**src/rtl/ula_pkg.sv**
```systemverilog
// Shared opcode and FSM state definitions for the multi-cycle ALU.
package ula_pkg;

  localparam int OP_W = 4;

  localparam logic [OP_W-1:0] SOMA          = 4'd0;
  localparam logic [OP_W-1:0] SUBTRACAO     = 4'd1;
  localparam logic [OP_W-1:0] MULTIPLICACAO = 4'd2;
  localparam logic [OP_W-1:0] DIVISAO       = 4'd3;
  localparam logic [OP_W-1:0] E             = 4'd4;
  localparam logic [OP_W-1:0] NE            = 4'd5;
  localparam logic [OP_W-1:0] OU            = 4'd6;
  localparam logic [OP_W-1:0] XOU           = 4'd7;
  localparam logic [OP_W-1:0] CMP           = 4'd8;
  localparam logic [OP_W-1:0] NAO           = 4'd9;

  typedef enum logic [1:0] {
    ESPERA      = 2'd0,
    EXECUTANDO  = 2'd1,
    SAIDA_DADOS = 2'd2
  } estado_t;

endpackage

```
**src/rtl/ula_core.sv**
```systemverilog
// Combinational ALU datapath: unsigned operations on A and B, results truncated to W bits.
module ula_core
  import ula_pkg::*;
#(
  parameter int W = 16
) (
  input  logic [W-1:0]    a,
  input  logic [W-1:0]    b,
  input  logic [OP_W-1:0] op,
  output logic [W-1:0]    resultado
);

  // Division by zero saturates to all ones instead of producing X.
  function automatic logic [W-1:0] quociente_sat(input logic [W-1:0] n, input logic [W-1:0] d);
    if (d == '0) return '1;
    return n / d;
  endfunction

  always_comb begin
    resultado = '0;
    case (op)
      SOMA:          resultado = a + b;
      SUBTRACAO:     resultado = a - b;
      MULTIPLICACAO: resultado = a * b;
      DIVISAO:       resultado = quociente_sat(a, b);
      E:             resultado = a & b;
      NE:            resultado = ~(a & b);
      OU:            resultado = a | b;
      XOU:           resultado = a ^ b;
      CMP: begin
        resultado[1] = (a > b);
        resultado[0] = (a == b);
      end
      NAO:           resultado = ~a;
      default:       resultado = '0;
    endcase
  end

endmodule

```
**src/rtl/ula.sv**
```systemverilog
// Multi-cycle ALU wrapper: latches operands on processar, computes in one cycle, then holds the result with concluido.
module ula
  import ula_pkg::*;
#(
  parameter int Tamanho_Da_Palavra = 16
) (
  input  logic                          clk,
  input  logic                          reset,
  input  logic                          processar,
  input  logic [OP_W-1:0]               op,
  input  logic [Tamanho_Da_Palavra-1:0] ETp1,
  input  logic [Tamanho_Da_Palavra-1:0] ETp2,
  output logic [Tamanho_Da_Palavra-1:0] Data,
  output logic                          concluido
);

  estado_t estadoAtual, proximoEstado;

  logic [Tamanho_Da_Palavra-1:0] temp1, temp2;
  logic [OP_W-1:0]               op_reg;
  logic [Tamanho_Da_Palavra-1:0] resultado, resultado_core;
  logic                          carregar, executar;

  always_ff @(posedge clk or negedge reset) begin
    if (!reset) estadoAtual <= ESPERA;
    else        estadoAtual <= proximoEstado;
  end

  always_comb begin
    proximoEstado = ESPERA;
    case (estadoAtual)
      ESPERA:      proximoEstado = processar ? EXECUTANDO : ESPERA;
      EXECUTANDO:  proximoEstado = SAIDA_DADOS;
      SAIDA_DADOS: proximoEstado = processar ? SAIDA_DADOS : ESPERA;
      default:     proximoEstado = ESPERA;
    endcase
  end

  always_comb begin
    carregar = 1'b0;
    executar = 1'b0;
    case (estadoAtual)
      ESPERA:     carregar = processar;
      EXECUTANDO: executar = 1'b1;
      default:    ;
    endcase
  end

  ula_core #(
    .W(Tamanho_Da_Palavra)
  ) u_core (
    .a        (temp1),
    .b        (temp2),
    .op       (op_reg),
    .resultado(resultado_core)
  );

  // concluido is registered from the next state so it rises together with the new result.
  always_ff @(posedge clk or negedge reset) begin
    if (!reset) begin
      temp1     <= '0;
      temp2     <= '0;
      op_reg    <= '0;
      resultado <= '0;
      concluido <= 1'b0;
    end else begin
      if (carregar) begin
        temp1  <= ETp1;
        temp2  <= ETp2;
        op_reg <= op;
      end
      if (executar) resultado <= resultado_core;
      concluido <= (proximoEstado == SAIDA_DADOS);
    end
  end

  assign Data = resultado;

endmodule

```
**config.mk**
```make
export PLATFORM = sky130hd
export DESIGN_NAME = ula
export DESIGN_NICKNAME = d
export VERILOG_FILES = /design/src/rtl/ula_pkg.sv /design/src/rtl/ula_core.sv /design/src/rtl/ula.sv
export SDC_FILE = /design/constraint.sdc
export NUM_CORES = 1
export LEC_CHECK = 0
export CAP_MARGIN = 20
export CORE_ASPECT_RATIO = 0.8
export CORE_MARGIN = 1.5
export CORE_UTILIZATION = 45
export CTS_BUF_LIST = sky130_fd_sc_hd__clkbuf_8
export DETAILED_ROUTE_END_ITERATION = 8
export GPL_TIMING_DRIVEN = 0
export PLACE_DENSITY_LB_ADDON = 0.05
export SYNTH_ARGS = -nofsm -noshare
export SYNTH_HDL_FRONTEND = slang
export SYNTH_HIERARCHICAL = 1
export SYNTH_SLANG_ARGS = --single-unit
```
**constraint.sdc**
```tcl
create_clock -name clk -period 24.7 [get_ports clk]
set_input_delay 4.94 -clock clk [delete_from_list [all_inputs] [get_ports clk]]
set_output_delay 4.94 -clock clk [all_outputs]
set_load 0.02 [all_outputs]
```
==> impl_metrics.py <==
metrics = {
    "final_layout": {
        "syn2layout_area_growth_pct": 29.32,
        "final_cell_area_mm2": 0.02032,
        "layout-drive-gt1-share_pct": 23.66,
        "diodes": 0,
        "final_common_cell": "ha_1",
        "final_cell_mix": "204 x ha_1, 190 x nand2_1, 189 x nor2_1, 186 x buf_4, 171 x inv_1",
        "layout.cells.non_filler": 2722,
        "num-nets-final": 2613,
    },
    "detailed_routing": {
        "drt_first_pass_iters": 7,
        "vias": 17050,
        "drtIter0Drc": 1816,
        "viasPerCell": 6.265,
        "ant_nets": 0,
        "wire_per_inst_um": 24.11,
        "drc": 0,
        "wl_um": 65630,
    },
    "synthesis": {
        "ys_seq_elements": 55,
        "yosys.cell_types.count": 90,
        "synthesis.nets": 2356,
        "synth_ff_type": "dfrtp_1",
        "synth_edf_count": 0,
        "synth.cell_area_mm2": 0.01571,
        "yosysWarnings": 6,
        "ys_seq_area_share_pct": 8.761,
        "syn_inst": 1999,
        "synth_area_per_cell_um2": 7.859,
        "async_reset_ff_share_pct": 100.0,
    },
    "clock_network": {
        "cts.sinks": 55,
        "clkTransAtPathRegs_ns": 0.13,
        "clock_latency_ns": 0.35,
        "cts_tree": "done",
        "ctsHoldBuffers": 0,
        "htree_levels": 2,
        "clock-root-buffer": "clkbuf_8",
        "cts_buffers": 5,
        "cts_buffer_depth": 2,
    },
    "run": {
        "drv_cap": 0,
    },
    "placement": {
        "gp_congestion": 0.9956,
        "dp_slack_ns": -7.356,
        "placed_area_mm2": 0.01708,
        "port_buffers": 55,
        "place_inst": 2525,
        "dp_hpwl_um": 47880,
    },
    "sta": {
        "period_needed_ns": 25.78,
        "rsz0062_at_grt": "true",
        "fmax_mhz": 38.80,
        "tightest_slew_ns": 1.156,
        "final-setup-viol-count": 1,
        "finalHoldViolations": 0,
        "postLayoutSetupSlackWorst_ns": -1.076,
        "hold_ws_ns": 0.5188,
        "skew_ns": 0.01381,
        "finalMaxSlewViolations": 0,
        "min_period_over_period_pct": 104.4,
        "slew_headroom_pct": 22.83,
    },
    "die": {
        "num_rows": 60,
        "dieArea_mm2": 0.03605,
        "pin_count": 56,
        "core-area_mm2": 0.03401,
        "die_h_um": 170.1,
        "die_w_um": 211.9,
        "start_util_pct": 46.20,
    },
    "critical_path": {
        "startpoint_type": "flip-flop",
        "slowest_delay_ns": 0.54,
        "crit_path_top_delay_cell": "dfrtp_2",
        "worstPathRequired_ns": 24.94,
        "crit_path_end_kind": "flip-flop",
        "path_max_fanout": 10,
        "startpoint": "temp2[11]$_DFFE_PN0P_",
        "rr_startpoint": "temp2[11]$_DFFE_PN0P_",
        "cpMostUsedCell": "buf_4",
        "worstSetupPathType": "reg2reg",
        "crit_arrival_ns": 26.02,
    },
    "grt": {
        "grt_max_degree": 35,
        "grt_use_total_pct": 36.00,
        "grt_pass1_wl_um": 98140,
        "antenna_found_initial": 1,
        "grt_pass1_vias": 16590,
        "grt.overflow.total": 0,
    },
    "worst_hold_path": {
        "min_from": "Data[11]$_DFFE_PN0N_",
        "hp-class": "reg2reg",
    },
    "outcome": {
        "outcome": "complete, but fails checks",
        "violations": "setup timing",
    },
}
## critical path, delay by kind of cell (launching register included)
| kind | cells | cell delay, ns |
|---|---|---|
| fa+ha+maj | 14 | 4.05 |
| flops | 1 | 0.54 |
| compound gates | 54 | 11.83 |
| mux | 5 | 1.49 |
| simple gates | 27 | 4.14 |
| buf+inv | 26 | 3.51 |
## per-stage QoR
step | setup TNS (ns) | utilization, %
after floorplan | 0 | -
after global placement | -16.28 | 49.77
after detailed placement | -15.53 | 50.22
after CTS | 0 | 58.48
after global routing | -2.382 | 59.74
final | -1.076 | 59.74
## path summary, 6_finish.rpt
check | end | slack (ns) | cells past startpoint
worst max-delay path | Data[0]$_DFFE_PN0N_ | -1.08 | 126
worst min-delay path | Data[11]$_DFFE_PN0N_ | 0.52 | 1
worst max register to register | Data[0]$_DFFE_PN0N_ | -1.08 | 126
worst min register to register | Data[11]$_DFFE_PN0N_ | 0.52 | 1
max in group asynchronous | temp2[2]$_DFFE_PN0P_ | 19.54 | 2
min in group asynchronous | estadoAtual[1]$_DFF_PN0_ | 4.57 | 1
## cell type report
type	count	area, µm²
clock inverter	2	18.77
sequential	55	1394
inverter	179	684.4
multi-input combinational	1679	14750
buffer	77	559.3
timing repair buffer	259	2246
tap	465	581.8
fill	3079	13690
clock buffer	6	82.58
## cells in the mapped netlist (20+ instances only)
cell type | instances | area, µm²
mux2_2 | 31 | 349.1
a21o_1 | 36 | 270.3
clkbuf_1 | 73 | 274.0
xor2_1 | 31 | 271.5
o21a_1 | 42 | 315.3
nor2_1 | 195 | 732.0
nor2b_1 | 21 | 131.4
a21oi_1 | 105 | 525.5
a211oi_1 | 22 | 165.2
o21ai_0 | 93 | 465.5
a31oi_1 | 26 | 162.7
inv_1 | 172 | 645.6
xnor2_1 | 76 | 665.6
or3_1 | 20 | 125.1
o211ai_1 | 37 | 277.8
nand2_1 | 198 | 743.2
dfrtp_1 | 55 | 1376
mux2_4 | 38 | 570.6
fa_1 | 82 | 1642
nor3_1 | 57 | 285.3
ha_1 | 236 | 2953
nand3_1 | 34 | 170.2
## what timing repair did
action,in CTS,in global routing
pin swaps,115,44
setup buffers,169,25
cloned,2,0
gates resized for setup,273,41
setup endpoints to repair,4,2
## cells by family after synthesis
kind of cell	synth area share [%]
and+or+nand+nor	18.64
AOI/OAI and AO/OA	24.03
adders and majority gates	29.24
buffers and inverters	6.937
xor gates and xnor gates	5.965
muxes	6.427
DFF	8.761
## metal layers
metal	global-route usage, %	wire (µm)
met1	50.75	29580
met2	54.04	27050
met3	8.230	6720
met4	11.37	2260
met5	0	13
Power is not shown: default switching activity piles up to over one toggle a cycle in this logic, so the estimate is an artifact.
